==> config.mk <==
export PLATFORM = sky130hd
export DESIGN_NAME = note_player_flat
export DESIGN_NICKNAME = d
export VERILOG_FILES = /design/src/rtl/note_player_pkg.sv /design/src/rtl/note_player_if.sv /design/src/rtl/note_player_tone_gen.sv /design/src/rtl/note_player.sv /design/src/flat_wrapper.sv
export SDC_FILE = /design/constraint.sdc
export NUM_CORES = 1
export LEC_CHECK = 0
export ABC_AREA = 1
export CAP_MARGIN = 25
export CELL_PAD_IN_SITES_DETAIL_PLACEMENT = 1
export CELL_PAD_IN_SITES_GLOBAL_PLACEMENT = 1
export CORE_AREA = 2 2 143 110
export CTS_CLUSTER_DIAMETER = 100
export DETAILED_ROUTE_END_ITERATION = 7
export DIE_AREA = 0 0 145 112
export PLACE_DENSITY = 0.89
export RECOVER_POWER = 50
export SETUP_SLACK_MARGIN = 0.02
export SYNTH_ARGS = -nofsm -noshare
export SYNTH_HDL_FRONTEND = slang
export SYNTH_SLANG_ARGS = --single-unit
==> constraint.sdc <==
create_clock -name clk -period 6.5 [get_ports clk]
set_input_delay 1.3 -clock clk [delete_from_list [all_inputs] [get_ports clk]]
set_output_delay 1.3 -clock clk [all_outputs]
set_load 0.01 [all_outputs]
==> src/rtl/note_player_pkg.sv <==
// Shared constants, state encoding and lookup helpers for the note playback path.
package note_player_pkg;

    localparam int unsigned OCTAVE_BITS     = 3;
    localparam int unsigned NOTE_BITS       = 3;
    localparam int unsigned LENGTH_BITS     = 3;
    localparam int unsigned NOTE_KEY_BITS   = 7;
    localparam int unsigned LENGTH_KEY_BITS = 7;

    localparam int unsigned DUR_W  = 29;
    localparam int unsigned TONE_W = 22;
    localparam int unsigned GAP_W  = 21;

    localparam logic [NOTE_BITS-1:0]   NOTE_REST  = 3'd7;
    localparam logic [LENGTH_BITS-1:0] LENGTH_MAX = 3'd6;

    typedef enum logic [1:0] {
        ST_IDLE,
        ST_PLAY,
        ST_GAP
    } state_t;

    // Octave-0 half periods at 100 MHz; higher octaves shift right.
    function automatic logic [TONE_W-1:0] note_half(input logic [NOTE_BITS-1:0] note);
        logic [TONE_W-1:0] half;
        case (note)
            3'd0:    half = 22'd3058104;
            3'd1:    half = 22'd2724796;
            3'd2:    half = 22'd2427185;
            3'd3:    half = 22'd2290426;
            3'd4:    half = 22'd2040816;
            3'd5:    half = 22'd1818182;
            3'd6:    half = 22'd1619696;
            default: half = '0;
        endcase
        return half;
    endfunction

    function automatic logic [6:0] onehot7(input logic [2:0] idx);
        return 7'(1) << idx;
    endfunction

endpackage

==> src/rtl/note_player_if.sv <==
// Event handshake carrying one {octave, note, length} event per transfer.
interface note_player_if;
    import note_player_pkg::*;

    logic                   in_valid;
    logic                   in_ready;
    logic [OCTAVE_BITS-1:0] in_octave;
    logic [NOTE_BITS-1:0]   in_note;
    logic [LENGTH_BITS-1:0] in_length;

    modport master (
        output in_valid, in_octave, in_note, in_length,
        input  in_ready
    );

    modport slave (
        input  in_valid, in_octave, in_note, in_length,
        output in_ready
    );

endinterface

==> src/rtl/note_player_tone_gen.sv <==
// Free-running half-period divider producing the buzzer square wave; idles low when not running.
module tone_gen
    import note_player_pkg::*;
(
    input  logic              clk,
    input  logic              rst_n,
    input  logic              run,
    input  logic [TONE_W-1:0] half,
    output logic              wave
);

    logic [TONE_W-1:0] tone_cnt_q, tone_cnt_d;
    logic              wave_q, wave_d;

    always_comb begin
        tone_cnt_d = '0;
        wave_d     = 1'b0;
        if (run) begin
            if (tone_cnt_q == half - TONE_W'(1)) begin
                tone_cnt_d = '0;
                wave_d     = ~wave_q;
            end else begin
                tone_cnt_d = tone_cnt_q + TONE_W'(1);
                wave_d     = wave_q;
            end
        end
    end

    always_ff @(posedge clk or negedge rst_n) begin
        if (!rst_n) begin
            tone_cnt_q <= '0;
            wave_q     <= 1'b0;
        end else begin
            tone_cnt_q <= tone_cnt_d;
            wave_q     <= wave_d;
        end
    end

    assign wave = wave_q;

endmodule

==> src/rtl/note_player.sv <==
// Plays one handshaken note event on the buzzer for its encoded length, then a fixed silent gap,
// echoing the event on one-hot LEDs.
module note_player
    import note_player_pkg::*;
#(
    parameter int unsigned UNIT_CYCLES = 6_250_000,
    parameter int unsigned GAP_CYCLES  = 1_000_000
) (
    input  logic                       clk,
    input  logic                       rst_n,
    input  logic                       en,
    note_player_if.slave               in_if,
    output logic                       buzzer,
    output logic [NOTE_KEY_BITS-1:0]   note_led,
    output logic [LENGTH_KEY_BITS-1:0] length_led,
    output logic                       busy,
    output logic                       done
);

    state_t                 state_q, state_d;
    logic [DUR_W-1:0]       dur_cnt_q, dur_cnt_d;
    logic [GAP_W-1:0]       gap_cnt_q, gap_cnt_d;
    logic [NOTE_BITS-1:0]   note_q, note_d;
    logic [OCTAVE_BITS-1:0] octave_q, octave_d;
    logic [LENGTH_BITS-1:0] len_q, len_d;
    logic [6:0]             note_led_q, note_led_d;
    logic [6:0]             length_led_q, length_led_d;
    logic                   busy_q, busy_d;
    logic                   done_q, done_d;

    logic                   accept;
    logic [LENGTH_BITS-1:0] len_in;
    logic [DUR_W-1:0]       dur_last;
    logic [GAP_W-1:0]       gap_last;
    logic                   tone_run;
    logic [TONE_W-1:0]      tone_half;
    logic                   tone_wave;

    assign in_if.in_ready = rst_n & en & (state_q == ST_IDLE);
    assign accept         = in_if.in_valid & in_if.in_ready;
    assign len_in         = (in_if.in_length > LENGTH_MAX) ? LENGTH_MAX : in_if.in_length;
    assign dur_last       = (DUR_W'(UNIT_CYCLES) << len_q) - DUR_W'(1);
    assign gap_last       = GAP_W'(GAP_CYCLES - 1);

    always_comb begin
        state_d      = state_q;
        dur_cnt_d    = dur_cnt_q;
        gap_cnt_d    = gap_cnt_q;
        note_d       = note_q;
        octave_d     = octave_q;
        len_d        = len_q;
        note_led_d   = note_led_q;
        length_led_d = length_led_q;
        busy_d       = busy_q;
        done_d       = 1'b0;

        if (!en) begin
            state_d      = ST_IDLE;
            dur_cnt_d    = '0;
            gap_cnt_d    = '0;
            note_led_d   = '0;
            length_led_d = '0;
            busy_d       = 1'b0;
        end else begin
            unique case (state_q)
                ST_IDLE: begin
                    if (accept) begin
                        state_d      = ST_PLAY;
                        dur_cnt_d    = '0;
                        note_d       = in_if.in_note;
                        octave_d     = in_if.in_octave;
                        len_d        = len_in;
                        note_led_d   = (in_if.in_note == NOTE_REST) ? '0 : onehot7(in_if.in_note);
                        length_led_d = onehot7(len_in);
                        busy_d       = 1'b1;
                    end
                end
                ST_PLAY: begin
                    if (dur_cnt_q == dur_last) begin
                        state_d   = ST_GAP;
                        dur_cnt_d = '0;
                        gap_cnt_d = '0;
                    end else begin
                        dur_cnt_d = dur_cnt_q + DUR_W'(1);
                    end
                end
                ST_GAP: begin
                    if (gap_cnt_q == gap_last) begin
                        state_d      = ST_IDLE;
                        gap_cnt_d    = '0;
                        note_led_d   = '0;
                        length_led_d = '0;
                        busy_d       = 1'b0;
                        done_d       = 1'b1;
                    end else begin
                        gap_cnt_d = gap_cnt_q + GAP_W'(1);
                    end
                end
                default: state_d = ST_IDLE;
            endcase
        end
    end

    always_ff @(posedge clk or negedge rst_n) begin
        if (!rst_n) begin
            state_q      <= ST_IDLE;
            dur_cnt_q    <= '0;
            gap_cnt_q    <= '0;
            note_q       <= '0;
            octave_q     <= '0;
            len_q        <= '0;
            note_led_q   <= '0;
            length_led_q <= '0;
            busy_q       <= 1'b0;
            done_q       <= 1'b0;
        end else begin
            state_q      <= state_d;
            dur_cnt_q    <= dur_cnt_d;
            gap_cnt_q    <= gap_cnt_d;
            note_q       <= note_d;
            octave_q     <= octave_d;
            len_q        <= len_d;
            note_led_q   <= note_led_d;
            length_led_q <= length_led_d;
            busy_q       <= busy_d;
            done_q       <= done_d;
        end
    end

    // Divider clears one cycle after PLAY ends, so the wave is also masked by state.
    assign tone_run  = (state_q == ST_PLAY) && (note_q != NOTE_REST);
    assign tone_half = note_half(note_q) >> octave_q;

    tone_gen u_tone_gen (
        .clk   (clk),
        .rst_n (rst_n),
        .run   (tone_run),
        .half  (tone_half),
        .wave  (tone_wave)
    );

    assign buzzer     = tone_wave & (state_q == ST_PLAY);
    assign note_led   = note_led_q;
    assign length_led = length_led_q;
    assign busy       = busy_q;
    assign done       = done_q;

endmodule

==> src/flat_wrapper.sv <==
// flat-port wrapper written by rule: the top's interface ports become plain ports
module note_player_flat import note_player_pkg::*;
#(
    parameter int unsigned UNIT_CYCLES = 6_250_000,
    parameter int unsigned GAP_CYCLES  = 1_000_000
)
  (clk, rst_n, en, buzzer, note_led, length_led, busy, done, in_if_in_valid, in_if_in_octave, in_if_in_note, in_if_in_length, in_if_in_ready);
  note_player_if in_if_i ();
  input  logic clk;
  input  logic rst_n;
  input  logic en;
  output logic buzzer;
  output logic [NOTE_KEY_BITS-1:0] note_led;
  output logic [LENGTH_KEY_BITS-1:0] length_led;
  output logic busy;
  output logic done;
  input wire logic [$bits(in_if_i.in_valid)-1:0] in_if_in_valid;
  input wire logic [$bits(in_if_i.in_octave)-1:0] in_if_in_octave;
  input wire logic [$bits(in_if_i.in_note)-1:0] in_if_in_note;
  input wire logic [$bits(in_if_i.in_length)-1:0] in_if_in_length;
  output wire logic [$bits(in_if_i.in_ready)-1:0] in_if_in_ready;
  assign in_if_i.in_valid = in_if_in_valid;
  assign in_if_i.in_octave = in_if_in_octave;
  assign in_if_i.in_note = in_if_in_note;
  assign in_if_i.in_length = in_if_in_length;
  assign in_if_in_ready = in_if_i.in_ready;
  note_player #(.UNIT_CYCLES(UNIT_CYCLES), .GAP_CYCLES(GAP_CYCLES)) u_core (.clk(clk), .rst_n(rst_n), .en(en), .in_if(in_if_i), .buzzer(buzzer), .note_led(note_led), .length_led(length_led), .busy(busy), .done(done));
endmodule
==> results.yml <==
die:
  start_util: 0.4778
  die-height_um: 112
  coreArea_sq_um: 14880
  num_io_pins: 31
  fp-row-count: 39
  die_w_um: 145
  die_area_sq_um: 16240
global_route:
  grt_max_degree: 75
  antenna_found_initial: 0
  grt_pass1_wl_mm: 35.17
  grt.overflow.total: 0
  grt_pass1_vias: 7055
  grt_util_all_layers: 0.2653
hold_path:
  min_path_type: "reg2reg"
  whs_path_depth: 1
critical_path:
  rr_worst_depth: 16
  cp-end-kind: "primary output"
  required_ns: 5.20
  path_max_fanout: 28
  arrival_ns: 3.24
  crit_path_start_kind: "input port"
  worst-setup-path-type: "in2out"
power_and_ir_drop:
  powerDensity_nw_per_um2: 261.8
  switchingPower_uw: 863.6
  pwr-share-seq: 0.355
  comb_power_share: 0.394
  power.leakage_nw: 3.376
  clkPwrFrac: 0.251
  swShare: 0.4246
  p_int_mw: 1.170
  peakVddDrop_mv: 0.1627
logic_synthesis:
  synth_area_sq_um: 7112
  async_reset_ff_frac: 1.000
  seq_area_frac_synth: 0.3519
  syn_avg_cell_area_sq_um: 7.119
  synth_edf_count: 0
  synthCells: 999
  syn_nets: 1017
  synth_warnings: 0
  synth-seq-cells: 100
  yosysUniqueCellTypes: 48
  synth_flop_cell: "dfrtp_1"
job:
  maxCapViolations: 0
timing:
  finalSetupViolCount: 0
  drv_slew: 0
  grt_setup_unrepaired: "no"
  post-route-min-period_ns: 4.543
  hold_viol: 0
  tightest_slew_ns: 1.478
  fmax_ghz: 0.2201
  slew_headroom: 0.01497
  tns_ns: 0
  layout_setup_ws_ns: 1.957
  fin_worst_skew_ns: 0.007796
  finalCritPeriodShare: 0.6989
cts:
  clockRootBuffer: "clkbuf_16"
  post_cts_resize_count: 0
  post-cts-setup-buffers: 0
  clock_latency_ns: 0.36
  clock_sinks: 100
  postCtsHoldBufs: 0
  clk_pin_slew_ns: 0.07
  h-tree-depth: 3
  cts_made_buffers: 9
  clk_path_buf_depth: 2
  tritoncts: "done"
layout:
  drive_gt1_frac: 0.07874
  nNetsFinal: 1031
  area_delta_synth_final_pct: 9.219
  fillers: 1951
  n_antenna_cell: 0
place:
  dp_worst_setup_slack_ns: 2.516
  globalplace.congestion: 0.8414
  dpl.hpwl_mm: 15.32
  place.port_buffers: 30
status:
  outcome: "finished clean"
drt:
  vias: 6832
  remaining_drc_errors: 0
  wirelength_mm: 20.52
  dr.pass1.iters: 5
  antenna_left: 0
  drtIter0Drc: 484
  wire_per_inst_um: 16.81
  viasPerCell: 5.595
power groups by stage:
stage	clock network (mW)	logic (mW)	registers [mW]
finish	0.510	0.802	0.722
global route	0.543	0.921	0.728
CTS	0.524	0.796	0.719
detailed placement	0	0.788	0.731
global placement	0	0.759	0.730
floorplan	0	0.668	0.676
synthesized netlist by cell type, drive strengths merged, types with 3 or more instances:
master	count	share of area
o22ai	12	0.011
o21ai	29	0.020
ha	5	0.0088
nand2	230	0.13
xor2	57	0.070
buf	22	0.023
o41ai	7	0.0086
inv	121	0.065
nand4	36	0.033
nor3	30	0.028
or2	3	0.0026
xnor2	9	0.011
a21oi	31	0.024
nor2	119	0.068
dfrtp	100	0.35
nor4	8	0.0079
nand3	149	0.11
clkbuf	8	0.0042
o31ai	5	0.0053
logic make-up (layout without fill, tap and decap cells):
family	after synthesis	count (layout)	share of synthesized area
buffers and inverters	152	169	0.09272
AOI/OAI and AO/OA	94	94	0.08058
and+or+nand+nor	582	582	0.3848
xor gates and xnor gates	66	66	0.08128
DFF	100	100	0.3519
adders and majority gates	5	5	0.008797
cell usage in the layout (no fill, tap or decap), drive strengths merged:
master and n:
a21oi 31, a22o 1, a31o 1, a31oi 2
a32o 1, and2 2, and3 2, buf 2
clkbuf 12, clkdlybuf4s50 24, clkinv 3, clkinvlp 1
dfrtp 100, dlygate4sd3 5, ha 5, inv 122
nand2 230, nand3 149, nand3b 2, nand4 36
nor2 119, nor3 30, nor3b 1, nor4 8
o211a 1, o21a 2, o21ai 29, o21bai 2
o22ai 12, o31ai 5, o41ai 7, or2 3
xnor2 9, xor2 57
layer usage:
layer / routed length, um / vias up / GRT usage
li1: - / 3318 / -
met1: 10130 / 3363 / 0.3755
met2: 9379 / 129 / 0.4311
met3: 748 / 22 / 0.03730
met4: 266 / 0 / 0.06799
met5: 0 / - / 0
worst max-delay path, cell delays in order:
cell,delay (ns)
clkbuf_1,1.05
and3_1,0.32
clkdlybuf4s50_1,0.56
sequential cells by signal, summed over array words and instances (netlist names), 3 cells and up:
register,cells
u_core.note_led,7
u_core.octave_q,3
u_core.note_q,3
u_core.gap_cnt_q,21
u_core.u_tone_gen.tone_cnt_q,22
u_core.len_q,3
u_core.dur_cnt_q,29
u_core.length_led,7
final timing paths:
kind,startpoint,endpoint,slack [ns]
hold / removal,u_core.u_tone_gen.tone_cnt_q[0],u_core.u_tone_gen.tone_cnt_q[0],0.51
setup / recovery,rst_n,in_if_in_ready,1.96
min in group asynchronous,rst_n,u_core.dur_cnt_q[21],1.28
max in group asynchronous,rst_n,u_core.length_led[6],3.29
setup reg to reg,u_core.octave_q[1],u_core.u_tone_gen.wave,2.66
hold reg to reg,u_core.u_tone_gen.tone_cnt_q[0],u_core.u_tone_gen.tone_cnt_q[0],0.51
stage by stage:
step                instances  power, mW    util  hold slack (ns)  instance area, sq um
finish                   1221      2.034  0.5219           0.5108                  7767
global route             1221      2.192  0.5219           0.5416                  7767
CTS                      1220      2.039  0.5207           0.5195                  7750
detailed placement       1206      1.519  0.5029           0.5098                  7485
global placement         1206      1.489  0.5029           0.4975                  7485
floorplan                 999      1.344       -           0.4671                  7112
layout make-up:
type                            count  area [sq um]  share of cell area
Sequential cell                   100          2502              0.3222
Clock buffer                       10         239.0             0.03077
Multi-Input combinational cell    747          3948              0.5082
Timing Repair Buffer               33         332.8             0.04285
Tap cell                          205         256.5             0.03302
Inverter                          122         462.9             0.05960
Clock inverter                      4         26.28            0.003383
Power figures use the tool's default switching activity.
